## src/rtl/fcpu_rob.sv

```systemverilog
// Reorder buffer for the fcpu out-of-order core: in-order allocate, out-of-order
// CDB completion, in-order commit, and a one-cycle flush when a mispredicted branch retires.
module fcpu_rob #(
   parameter int N_ROB_W    = 4,
   parameter int DATA_W     = 32,
   parameter int REG_ADDR_W = 5
) (
   input  logic                  clk,
   input  logic                  rstn,
   input  logic                  alloc_valid,
   output logic                  alloc_ready,
   input  logic [2:0]            alloc_type,
   input  logic [REG_ADDR_W-1:0] alloc_dst_reg,
   output logic [N_ROB_W-1:0]    alloc_tag,
   input  logic                  cdb_valid,
   input  logic [N_ROB_W-1:0]    cdb_tag,
   input  logic [DATA_W-1:0]     cdb_data,
   input  logic                  cdb_mispredict,
   output logic                  commit_valid,
   input  logic                  commit_ready,
   output logic [2:0]            commit_type,
   output logic [REG_ADDR_W-1:0] commit_dst_reg,
   output logic [DATA_W-1:0]     commit_data,
   output logic [N_ROB_W-1:0]    commit_tag,
   output logic                  flush,
   output logic [N_ROB_W:0]      count
);

   localparam int              DEPTH         = 2 ** N_ROB_W;
   localparam logic [2:0]      COMMIT_BRANCH = 3'd3;
   localparam logic [0:0]      ST_RUN        = 1'b0;
   localparam logic [0:0]      ST_FLUSH      = 1'b1;
   localparam logic [N_ROB_W:0] PTR_ONE      = {{N_ROB_W{1'b0}}, 1'b1};

   logic [0:0]            state_r;
   logic [N_ROB_W:0]      head_r;
   logic [N_ROB_W:0]      tail_r;
   logic [DEPTH-1:0]      valid_r;
   logic [DEPTH-1:0]      ready_r;
   logic [DEPTH-1:0]      mispredict_r;
   logic [2:0]            type_r [DEPTH];
   logic [REG_ADDR_W-1:0] dst_r  [DEPTH];
   logic [DATA_W-1:0]     data_r [DEPTH];

   logic [N_ROB_W-1:0] head_idx_s;
   logic [N_ROB_W-1:0] tail_idx_s;
   logic               run_s;
   logic               full_s;
   logic               alloc_fire_s;
   logic               commit_fire_s;
   logic               cdb_hit_s;
   logic               mp_commit_s;

   assign head_idx_s = head_r[N_ROB_W-1:0];
   assign tail_idx_s = tail_r[N_ROB_W-1:0];
   assign run_s      = (state_r == ST_RUN);
   // Full when the slot indices coincide but the wrap bits disagree.
   assign full_s     = (head_idx_s == tail_idx_s) && (head_r[N_ROB_W] != tail_r[N_ROB_W]);

   assign alloc_ready    = run_s && !full_s;
   assign alloc_tag      = tail_idx_s;
   assign commit_valid   = run_s && valid_r[head_idx_s] && ready_r[head_idx_s];
   assign commit_type    = type_r[head_idx_s];
   assign commit_dst_reg = dst_r[head_idx_s];
   assign commit_data    = data_r[head_idx_s];
   assign commit_tag     = head_idx_s;
   assign flush          = (state_r == ST_FLUSH);
   assign count          = tail_r - head_r;

   assign alloc_fire_s  = alloc_valid && alloc_ready;
   assign commit_fire_s = commit_valid && commit_ready;
   assign cdb_hit_s     = run_s && cdb_valid && valid_r[cdb_tag];
   assign mp_commit_s   = commit_fire_s && (commit_type == COMMIT_BRANCH) && mispredict_r[head_idx_s];

   // Pointer, state and per-entry flag update
   always_ff @(posedge clk) begin
      if (!rstn) begin
         state_r      <= ST_RUN;
         head_r       <= '0;
         tail_r       <= '0;
         valid_r      <= '0;
         ready_r      <= '0;
         mispredict_r <= '0;
      end else if (state_r == ST_FLUSH) begin
         state_r <= ST_RUN;
      end else if (mp_commit_s) begin
         // Mispredict retire squashes everything, including a same-cycle allocation.
         state_r      <= ST_FLUSH;
         head_r       <= '0;
         tail_r       <= '0;
         valid_r      <= '0;
         ready_r      <= '0;
         mispredict_r <= '0;
      end else begin
         if (cdb_hit_s) begin
            ready_r[cdb_tag]      <= 1'b1;
            mispredict_r[cdb_tag] <= cdb_mispredict;
         end
         if (alloc_fire_s) begin
            valid_r[tail_idx_s]      <= 1'b1;
            ready_r[tail_idx_s]      <= 1'b0;
            mispredict_r[tail_idx_s] <= 1'b0;
            tail_r                   <= tail_r + PTR_ONE;
         end
         if (commit_fire_s) begin
            valid_r[head_idx_s] <= 1'b0;
            head_r              <= head_r + PTR_ONE;
         end
      end
   end

   // Entry payload capture: type/destination at allocation, result at CDB hit
   always_ff @(posedge clk) begin
      if (alloc_fire_s) begin
         type_r[tail_idx_s] <= alloc_type;
         dst_r[tail_idx_s]  <= alloc_dst_reg;
      end
      if (cdb_hit_s) begin
         data_r[cdb_tag] <= cdb_data;
      end
   end

endmodule
```

## config.mk

```make
export PLATFORM = sky130hd
export DESIGN_NAME = fcpu_rob
export DESIGN_NICKNAME = d
export VERILOG_FILES = /design/src/rtl/fcpu_rob.sv
export SDC_FILE = /design/constraint.sdc
export NUM_CORES = 1
export LEC_CHECK = 0
export ABC_AREA = 1
export CAP_MARGIN = 20
export CORE_MARGIN = 10
export CORE_UTILIZATION = 55
export CTS_CLUSTER_DIAMETER = 50
export DETAILED_ROUTE_END_ITERATION = 16
export DONT_BUFFER_PORTS = 1
export PLACE_DENSITY = 0.73
export SYNTH_ARGS = -nofsm -noshare
export SYNTH_HDL_FRONTEND = slang
export SYNTH_SLANG_ARGS = --single-unit
```

## constraint.sdc

```tcl
create_clock -name clk -period 6.14 [get_ports clk]
set_clock_uncertainty 0.1 [all_clocks]
set_input_delay 1.228 -clock clk [delete_from_list [all_inputs] [get_ports clk]]
set_output_delay 1.228 -clock clk [all_outputs]
set_load 0.005 [all_outputs]
```

==> results.txt, run 1 <==
The run finished with clean final reports. The number of antenna diodes was 0. The mapped netlist covers 29370 um^2. The final worst-path cycle share is 0.7698, and the total negative slack is 0 ns. The detailed-route via count is 19388. At the worst endpoint, the arrival time is 3.40 ns.

Based on the critical path, the design can be clocked at up to 211.6 MHz. The post-cts gate resize count was 0; the slew of the pin with the lowest slew margin was 1.128 ns. The number of hold buffers added after CTS was 0. The run gives 19331 as the via count of the first global-routing pass. The via density per instance came out at 6.134. At the worst endpoint, the required time is 4.81 ns. Leaving out filler cells and counting taps, the final layout contains 3161. In this run the power density over the cells is 303.8 nW/um^2. Relative slew slack: 0.2452. CTS built an H-tree with a depth of 3.

The worst setup path is captured at an output pin. In the layout the commonest cells are 640 x sky130_fd_sc_hd__edfxtp_1, 346 x sky130_fd_sc_hd__nor2_1, 327 x sky130_fd_sc_hd__o21ai_0, 306 x sky130_fd_sc_hd__nand2_1, 153 x sky130_fd_sc_hd__nand3_1. The run gives 0.5567 as the starting density of the core.

The cell sitting at the root of the clock tree is a sky130_fd_sc_hd__clkbuf_16. In this design, the stage delay of the slowest critical-path cell is 0.89 ns. Counting I/O delays and the setup requirement, the final critical path takes 4.727 ns.

The share of cells above drive strength 1 works out to 0.08694. After synthesis, the mean cell area works out to 11.82 um^2. The run gives 2116 as the iteration-0 DRC count of the detailed router.

The number of endpoints with negative hold slack in the final report was 0. The largest fanout on the critical path is 92, and the die outline area is 63050 um^2. Setup repair after global routing left no endpoint under its margin. The tools report the leakage power of the design as 11.01 nW.

Leaving out fill and tap cells, the most frequent cell in the layout is sky130_fd_sc_hd__edfxtp_1. The largest net degree at the start of global routing is 178, and the floorplan die height is 251.1 um. The fraction of registers with async set or reset after synthesis was 0; the die outline width was 251.1 um.

The register clock-pin slew on the reported worst setup and hold paths is 0.05 ns, and the post-synthesis register bit count is 703. No sink is reached through more buffers than the 3 on the longest clock path. Final-layout fill cell count: 4032. Synthesis produced a netlist whose cell count is 2485.

Detailed-route wire length: 73.39 mm. The worst setup path is launched from a flop. The slowest stage of the critical path belongs to the cell sky130_fd_sc_hd__buf_4. The wire length per cell after detailed routing was 23.22 um; the total nets after synthesis was 2548. The final critical-path setup slack is 1.413 ns, and the number of flops mapped to enable cells by yosys is 640.

The most used flip-flop cell after synthesis is sky130_fd_sc_hd__edfxtp_1. The run gives 703 as the number of sinks on the clock net. The later pin in the worst-skew pair is clocked with a latency of 0.62 ns.

The category of cells accounting for the largest share of critical-path delay is buffers and inverters. At the placement stage, the worst setup path has a slack of 1.702 ns. In the final design database the tool counted 2475 nets. Row generation in the floorplan step produced 84 rows.

The share of the yosys chip area belonging to registers is 0.6973, and the first-pass GRT wire length is 112.9 mm. The number of setup buffers added after CTS is 0. The signal on the critical path passes through buf_4 > o21ai_0 > o221ai_1 > o211ai_1 > nand2_1. The Yosys step of the flow raised 0 warnings.

Setup violations remaining at the end of the flow were counted as 0. The I/O pin count came out at 106. The power consumption came out at 9.746 mW. The buffers plus inverters on the worst setup path was 1; the number of search-and-repair iterations in the first detailed-routing pass was 6.

For the number of antenna violations at the first check in global routing, the log shows 0. Classification of the worst-slack hold path: flop to flop. The floorplan step defined a core boundary enclosing 52760 um^2.

The count of pins over their slew limit is 0, and the number of placed instances with taps included is 3020. The run gives 76 as the number of buffers added by the clock tree synthesis step. Post-DP HPWL: 39.69 mm. After global routing the overflow that remains totals 0.

The number of maximum-capacitance constraint violations was 0. The worst setup path is of the flop to output pin kind. Across all hold checks on the routed design, the worst slack comes to 0.3889 ns.

The logs give 0 for the DRC violation count after routing and 0.9058 for the final weighted congestion of routability-driven global placement. IR analysis of the VDD net gives a maximum drop of 334.7 uV. TritonCTS built the clock tree.

The area growth from synthesis to final layout was 9.235%; the number of port buffers was 0. The total global routing track utilization is 0.2290. The run gives 0 as the post-route antenna net violation count.

The number of different library cells used by synthesis comes to 36.
[logic make-up (layout without fill, tap and decap cells)]
group / after synthesis / after routing / synth area share
simple gates: 870 / 870 / 0.1295
flops: 703 / 703 / 0.6973
compound gates: 562 / 562 / 0.1165
buf+inv: 327 / 315 / 0.04797
fa+ha+maj: 13 / 13 / 0.005793
xor+xnor: 10 / 10 / 0.002982
[through the flow]
stage	instance area, um^2	util
6_report	32080	0.6081
4_1_cts	32040	0.6072
5_1_grt	32080	0.6081
3_3_place_gp	29620	0.5614
2_1_floorplan	29370	-
3_5_place_dp	29640	0.5618
[power by group]
group | switching, mW | internal, mW | total (mW)
registers | 0.00658 | 5.23 | 5.24
clock network | 1.85 | 2.56 | 4.41
logic | 0.0736 | 0.0230 | 0.0966
total | 1.93 | 7.81 | 9.75
[layout make-up]
class | instances | area, um^2 | share of cell area
clock inverters | 35 | 317.8 | 0.009905
flip-flops and latches | 703 | 20490 | 0.6387
well taps | 688 | 860.8 | 0.02683
inverters | 154 | 600.6 | 0.01872
clock buffers | 104 | 2079 | 0.06481
repair buffers | 22 | 222.7 | 0.006941
multi-input cells | 1455 | 7511 | 0.2341
[per-layer routing]
metal | routed length, um | track usage | up-vias | part of all wire
met4 | 1981 | 0.08414 | 0 | 0.027
met1 | 30230 | 0.3021 | 9568 | 0.41
met3 | 5765 | 0.04457 | 132 | 0.079
li1 | - | - | 8831 | -
met5 | 0 | 0 | - | 0
met2 | 35410 | 0.3731 | 857 | 0.48
[cells in the mapped netlist (5+ instances only)]
cell	count	area [um^2]
sky130_fd_sc_hd__edfxtp_1	640	19220
sky130_fd_sc_hd__nor2_1	349	1310
sky130_fd_sc_hd__o21ai_0	327	1637
sky130_fd_sc_hd__nand2_1	306	1149
sky130_fd_sc_hd__nand3_1	153	765.7
sky130_fd_sc_hd__inv_1	142	533.0
sky130_fd_sc_hd__o221ai_1	119	1042
sky130_fd_sc_hd__clkbuf_1	116	435.4
sky130_fd_sc_hd__dfxtp_1	63	1261
sky130_fd_sc_hd__o211ai_1	47	352.8
sky130_fd_sc_hd__nor3_2	40	400.4
sky130_fd_sc_hd__o22ai_1	29	181.4
sky130_fd_sc_hd__o21ai_1	22	110.1
sky130_fd_sc_hd__buf_2	21	105.1
sky130_fd_sc_hd__a21oi_1	17	85.08
sky130_fd_sc_hd__buf_4	16	120.1
sky130_fd_sc_hd__ha_1	12	150.1
sky130_fd_sc_hd__buf_1	11	41.29
sky130_fd_sc_hd__inv_2	10	37.54
sky130_fd_sc_hd__nor3_1	7	35.03
sky130_fd_sc_hd__xor2_1	7	61.31
sky130_fd_sc_hd__buf_6	5	56.30
sky130_fd_sc_hd__nor2_2	5	31.28
[flip-flops by register name, indices dropped and copies added (netlist names), named ones only]
name,count
flush,1
head_r,5
type_r,48
ready_r,16
tail_r,5
data_r,512
valid_r,16
mispredict_r,16
dst_r,80
[worst paths after layout]
kind | startpoint | endpoint | slack, ns | cells past startpoint
max | flop | commit_data[18] | 1.41 | 5
min | ready_r[14] | ready_r[14] | 0.39 | 2
max reg2reg | head_r[1] | ready_r[13] | 1.86 | 12
min reg2reg | ready_r[14] | ready_r[14] | 0.39 | 2
[worst reg2reg max path: stages (launching register included)]
cell and delay, ns:
sky130_fd_sc_hd__dfxtp_1 0.93, sky130_fd_sc_hd__inv_2 0.42, sky130_fd_sc_hd__ha_1 0.42, sky130_fd_sc_hd__nand2_1 0.08
sky130_fd_sc_hd__nor2_1 0.04, sky130_fd_sc_hd__nand2_1 0.06, sky130_fd_sc_hd__nand2_1 0.08, sky130_fd_sc_hd__nor2_2 0.59
sky130_fd_sc_hd__inv_1 0.22, sky130_fd_sc_hd__nor2_1 0.90, sky130_fd_sc_hd__nor2_1 0.08, sky130_fd_sc_hd__nand2_1 0.18
sky130_fd_sc_hd__a21oi_1 0.09
(Power assumes the default switching activity.)
==> run 2, diff against run 1 <==
Settings changed: ABC_AREA 1 to 0.
Clock period 6.14 ns to 4.9 ns, I/O delays scaled along.
==> run 2 against run 1 <==
Net effect: first-iteration DRC count fell by 35%; count of clock-buffer cells in the layout fell by 13; area after synthesis shrank 7.2%; via count decreased by 34%; final area decreased by 4.2%; utilization rose by 2.0 points; register-to-register slack lost 0.40 ns; largest power group unchanged; global-route usage down 2.3 points; sequential cell count stayed put; total power grew 25%; wire length is 18% lower; worst setup slack got worse by 0.53 ns.
==> results.txt, run 2 <==
The clock tree buffer depth was 3 (unchanged); the worst slack at placement was 1.439 ns (-0.2627 ns). By area the synthesized netlist is led by sky130_fd_sc_hd__edfxtp_1 71%, sky130_fd_sc_hd__mux4_2 17%, sky130_fd_sc_hd__dfxtp_1 4.6%. The total global routing track utilization came out at 0.2058 (-0.02321). The cell area after technology mapping was 27250 um^2 (-7.2%). TritonCTS built the clock tree.

The final critical path time including I/O delays and setup works out to 4.013 ns. Net count of the finished layout: 1370 (-45%). Synthesized area per cell: 21.78 um^2 (+84%). The master cell of the clock root buffer is sky130_fd_sc_hd__clkbuf_16.

Starting density of the core: 0.5567 (about the same). Post-synthesis instance total: 1251 (-50%). In the post-synthesis netlist, the cell with the most instances is sky130_fd_sc_hd__edfxtp_1. The number of flops mapped to enable cells by yosys was 640 (unchanged).

The die outline area is 58850 um^2 (-6.7%). STA classifies the critical path endpoint as an output pin. The register clock-pin slew on the reported worst setup and hold paths works out to 0.06 ns (about the same).

The wire length per cell after detailed routing was 29.61 um (+28%). The warning count from the yosys run was 0 (unchanged). For the leakage power of the design, the log shows 9.310 nW (-15%).

The final-layout fill cell count is 3213 (-20%), and the die outline width is 242.6 um (-3.4%). The area growth from synthesis to layout is 12.81%. The post-cts gate resize count came out at 0 (unchanged). The logs give 5 (-1) for the number of search-and-repair iterations in the first detailed-routing pass and 0 (unchanged) for the number of maximum-capacitance constraint violations. The critical path in this run is classified as flop to output pin.

The tools report the number of H-tree levels as 3 (unchanged). The final weighted congestion of routability-driven global placement was 0.7849 (-13%); the DRC violation count after routing was 0 (unchanged). The logs give 1 (+1) for the number of antenna violations at the first check in global routing and 48950 um^2 (-7.2%) for the area inside the core boundary.

The tools report the via count of the first global-routing pass as 13266 (-31%). The power per cell area is 396.3 nW/um^2 (+30%), and the relative slew slack is 0.3914 (+0.1462). The logs give 12.18 mW (+25%) for the power consumption and 0 (unchanged) for the remaining global-route overflow. The area taken by multi-input logic gates came out at 6505 um^2 (-13%). The run gives 89.42 mm (-21%) as the first-pass GRT wire length. The element type at the critical path start is a flop. The fraction of registers with async set or reset after synthesis is 0 (unchanged), and the total nets after synthesis is 1314 (-48%). The tools report the number of post-CTS setup repair buffers as 0 (unchanged). For the iteration-0 DRC count of the detailed router, the log shows 1367 (-35%). The run gives 0 (unchanged) as the final number of setup-violating endpoints.

Slew of the pin with the lowest slew margin: 0.9107 ns (-0.2173 ns). The I/O pin count was 106 (unchanged). The worst hold path begins at cdb_data[20]. The share of cells above drive strength 1 works out to 0.3101 (+0.2232). The largest net degree at the start of global routing came out at 67 (-62%). The run gives 260.3 uV (-22%) as the maximum vdd ir drop. The run gives 81 (-3.6%) as the number of placement rows. The primary flip-flop cell chosen by synthesis mapping is sky130_fd_sc_hd__edfxtp_1. The logs give 0.8867 ns (-0.5266 ns) for the final critical-path setup slack and 0 (unchanged) for the count of pins over their slew limit. Via density per instance: 6.342 (+3.4%).

For the number of placed instances with taps included, the log shows 1894 (-37%). The tools report the number of buffers added by the clock tree synthesis step as 74 (-2.6%). The run gives 0 (unchanged) as the count of hold-fix buffers inserted at cts.

The classification of the worst-slack hold path was input port to flop. The number of antenna diodes came out at 0 (unchanged). Setup repair after global routing left no endpoint under its margin. The top cell types in the final layout, fill and taps aside, are 640 x sky130_fd_sc_hd__edfxtp_1, 209 x sky130_fd_sc_hd__mux4_2, 77 x sky130_fd_sc_hd__clkbuf_16, 59 x sky130_fd_sc_hd__dfxtp_1, 46 x sky130_fd_sc_hd__buf_4. The final worst-path cycle share is 0.8190. Leaving out fill and tap cells, the most frequent cell in the layout is sky130_fd_sc_hd__edfxtp_1. The total negative slack was 0 ns (unchanged); the top-area cell type share of the netlist area was 0.7052 (+0.05089). The largest total area in the synthesized netlist belongs to sky130_fd_sc_hd__edfxtp_1.

The run finished with clean final reports. The logs give 3.82 ns (-0.99 ns) for the required time at the worst-slack endpoint and 249.2 MHz for the top achievable clock speed. The post-synthesis register bit count is 703 (unchanged). The number of port buffers was 0 (unchanged).

In the final layout, the registers with the most flip-flops are data_r (512), dst_r (80), type_r (48). The logs give 0.7515 (+0.05423) for the share of the yosys chip area belonging to registers and 47 (+31%) for the distinct cell type count of the synthesized netlist. The tools report the post-route non-filler standard cell count as 2028 (-36%). Register bank with the most flops: data_r.

The number of endpoints with negative hold slack in the final report was 0 (unchanged). The run gives 2.93 ns (-0.47 ns) as the arrival time reported for the critical path endpoint. The largest fanout on the critical path was 25 (-73%).

The combined flip-flop and latch cell area was 20490 um^2 (unchanged); the detailed-route wire length was 60.04 mm (-18%). The post-route antenna net violation count was 0 (unchanged); the number of flip-flops under the largest register name was 512 (unchanged). The detailed-route via count was 12862 (-34%).

By count the netlist is led by 640 x sky130_fd_sc_hd__edfxtp_1, 209 x sky130_fd_sc_hd__mux4_2, 63 x sky130_fd_sc_hd__dfxtp_1, 55 x sky130_fd_sc_hd__nor2_1, 37 x sky130_fd_sc_hd__nor3_1. The post-DP HPWL is 33.58 mm (-15%). The worst-skew pair later-pin latency was 0.60 ns (-0.02 ns); the number of sinks on the clock net was 703 (unchanged). The floorplan die height works out to 242.6 um (-3.4%).
[run 2: changes by cell type after synthesis, sizes merged, moves of 29 or more]
cell,change
clkbuf,-85
nor2,-302
mux4,+210
nand2,-289
o21ai,-346
o211ai,-48
nand3,-145
o221ai,-119
inv,-141
o22ai,-29
[run 2: layout make-up]
| cell class | count | area share |
|---|---|---|
| well taps | 664 | 0.02702 |
| clock buffers | 91 | 0.06504 |
| inverters | 13 | 0.001587 |
| repair buffers | 54 | 0.01644 |
| flip-flops and latches | 703 | 0.6666 |
| multi-input cells | 461 | 0.2116 |
| clock inverters | 42 | 0.01176 |
[run 2: path summary, 6_finish.rpt]
path	endpoint	slack, ns	cells after the start
hold reg to reg	ready_r[14]	0.39	2
setup reg to reg	ready_r[13]	1.46	8
setup / recovery	commit_data[4]	0.89	3
hold / removal	data_r[3][20]	0.36	0
[run 2: metal layers]
layer	up-vias	routed length (um)	track usage
li1	5365	-	-
met4	2	1592	0.07241
met1	6795	23950	0.2812
met2	602	28990	0.3139
met5	-	8	0
met3	98	5493	0.06007
[run 2: critical path: stages, from the launching register on]
cell,delay [ns]
sky130_fd_sc_hd__dfxtp_4,0.69
sky130_fd_sc_hd__buf_4,0.49
sky130_fd_sc_hd__mux4_2,0.57
sky130_fd_sc_hd__mux4_2,0.54
[run 2: through the flow]
step / instance area, um^2 / util / hold slack (ns)
final: 30740 / 0.6280 / 0.3638
after CTS: 30740 / 0.6279 / 0.3391
after global routing: 30740 / 0.6280 / 0.3371
after detailed placement: 28370 / 0.5797 / 0.3789
after global placement: 28370 / 0.5797 / 0.3749
after floorplan: 27250 / - / 0.3651
[run 2: logic make-up (layout without fill, tap and decap cells)]
family,Yosys count,count (layout),synth area share
xor gates and xnor gates,8,8,0.002571
AOI/OAI and AO/OA,56,56,0.01566
and+or+nand+nor,150,150,0.02649
adders and majority gates,13,13,0.006244
buffers and inverters,87,200,0.01497
DFF,703,703,0.7515
muxes,234,234,0.1826
[run 2: where the power goes]
part / switching (mW) / internal, mW / total [mW]
clock: 2.29 / 3.14 / 5.43
sequential: 0.0170 / 6.56 / 6.58
combinational: 0.114 / 0.0640 / 0.178
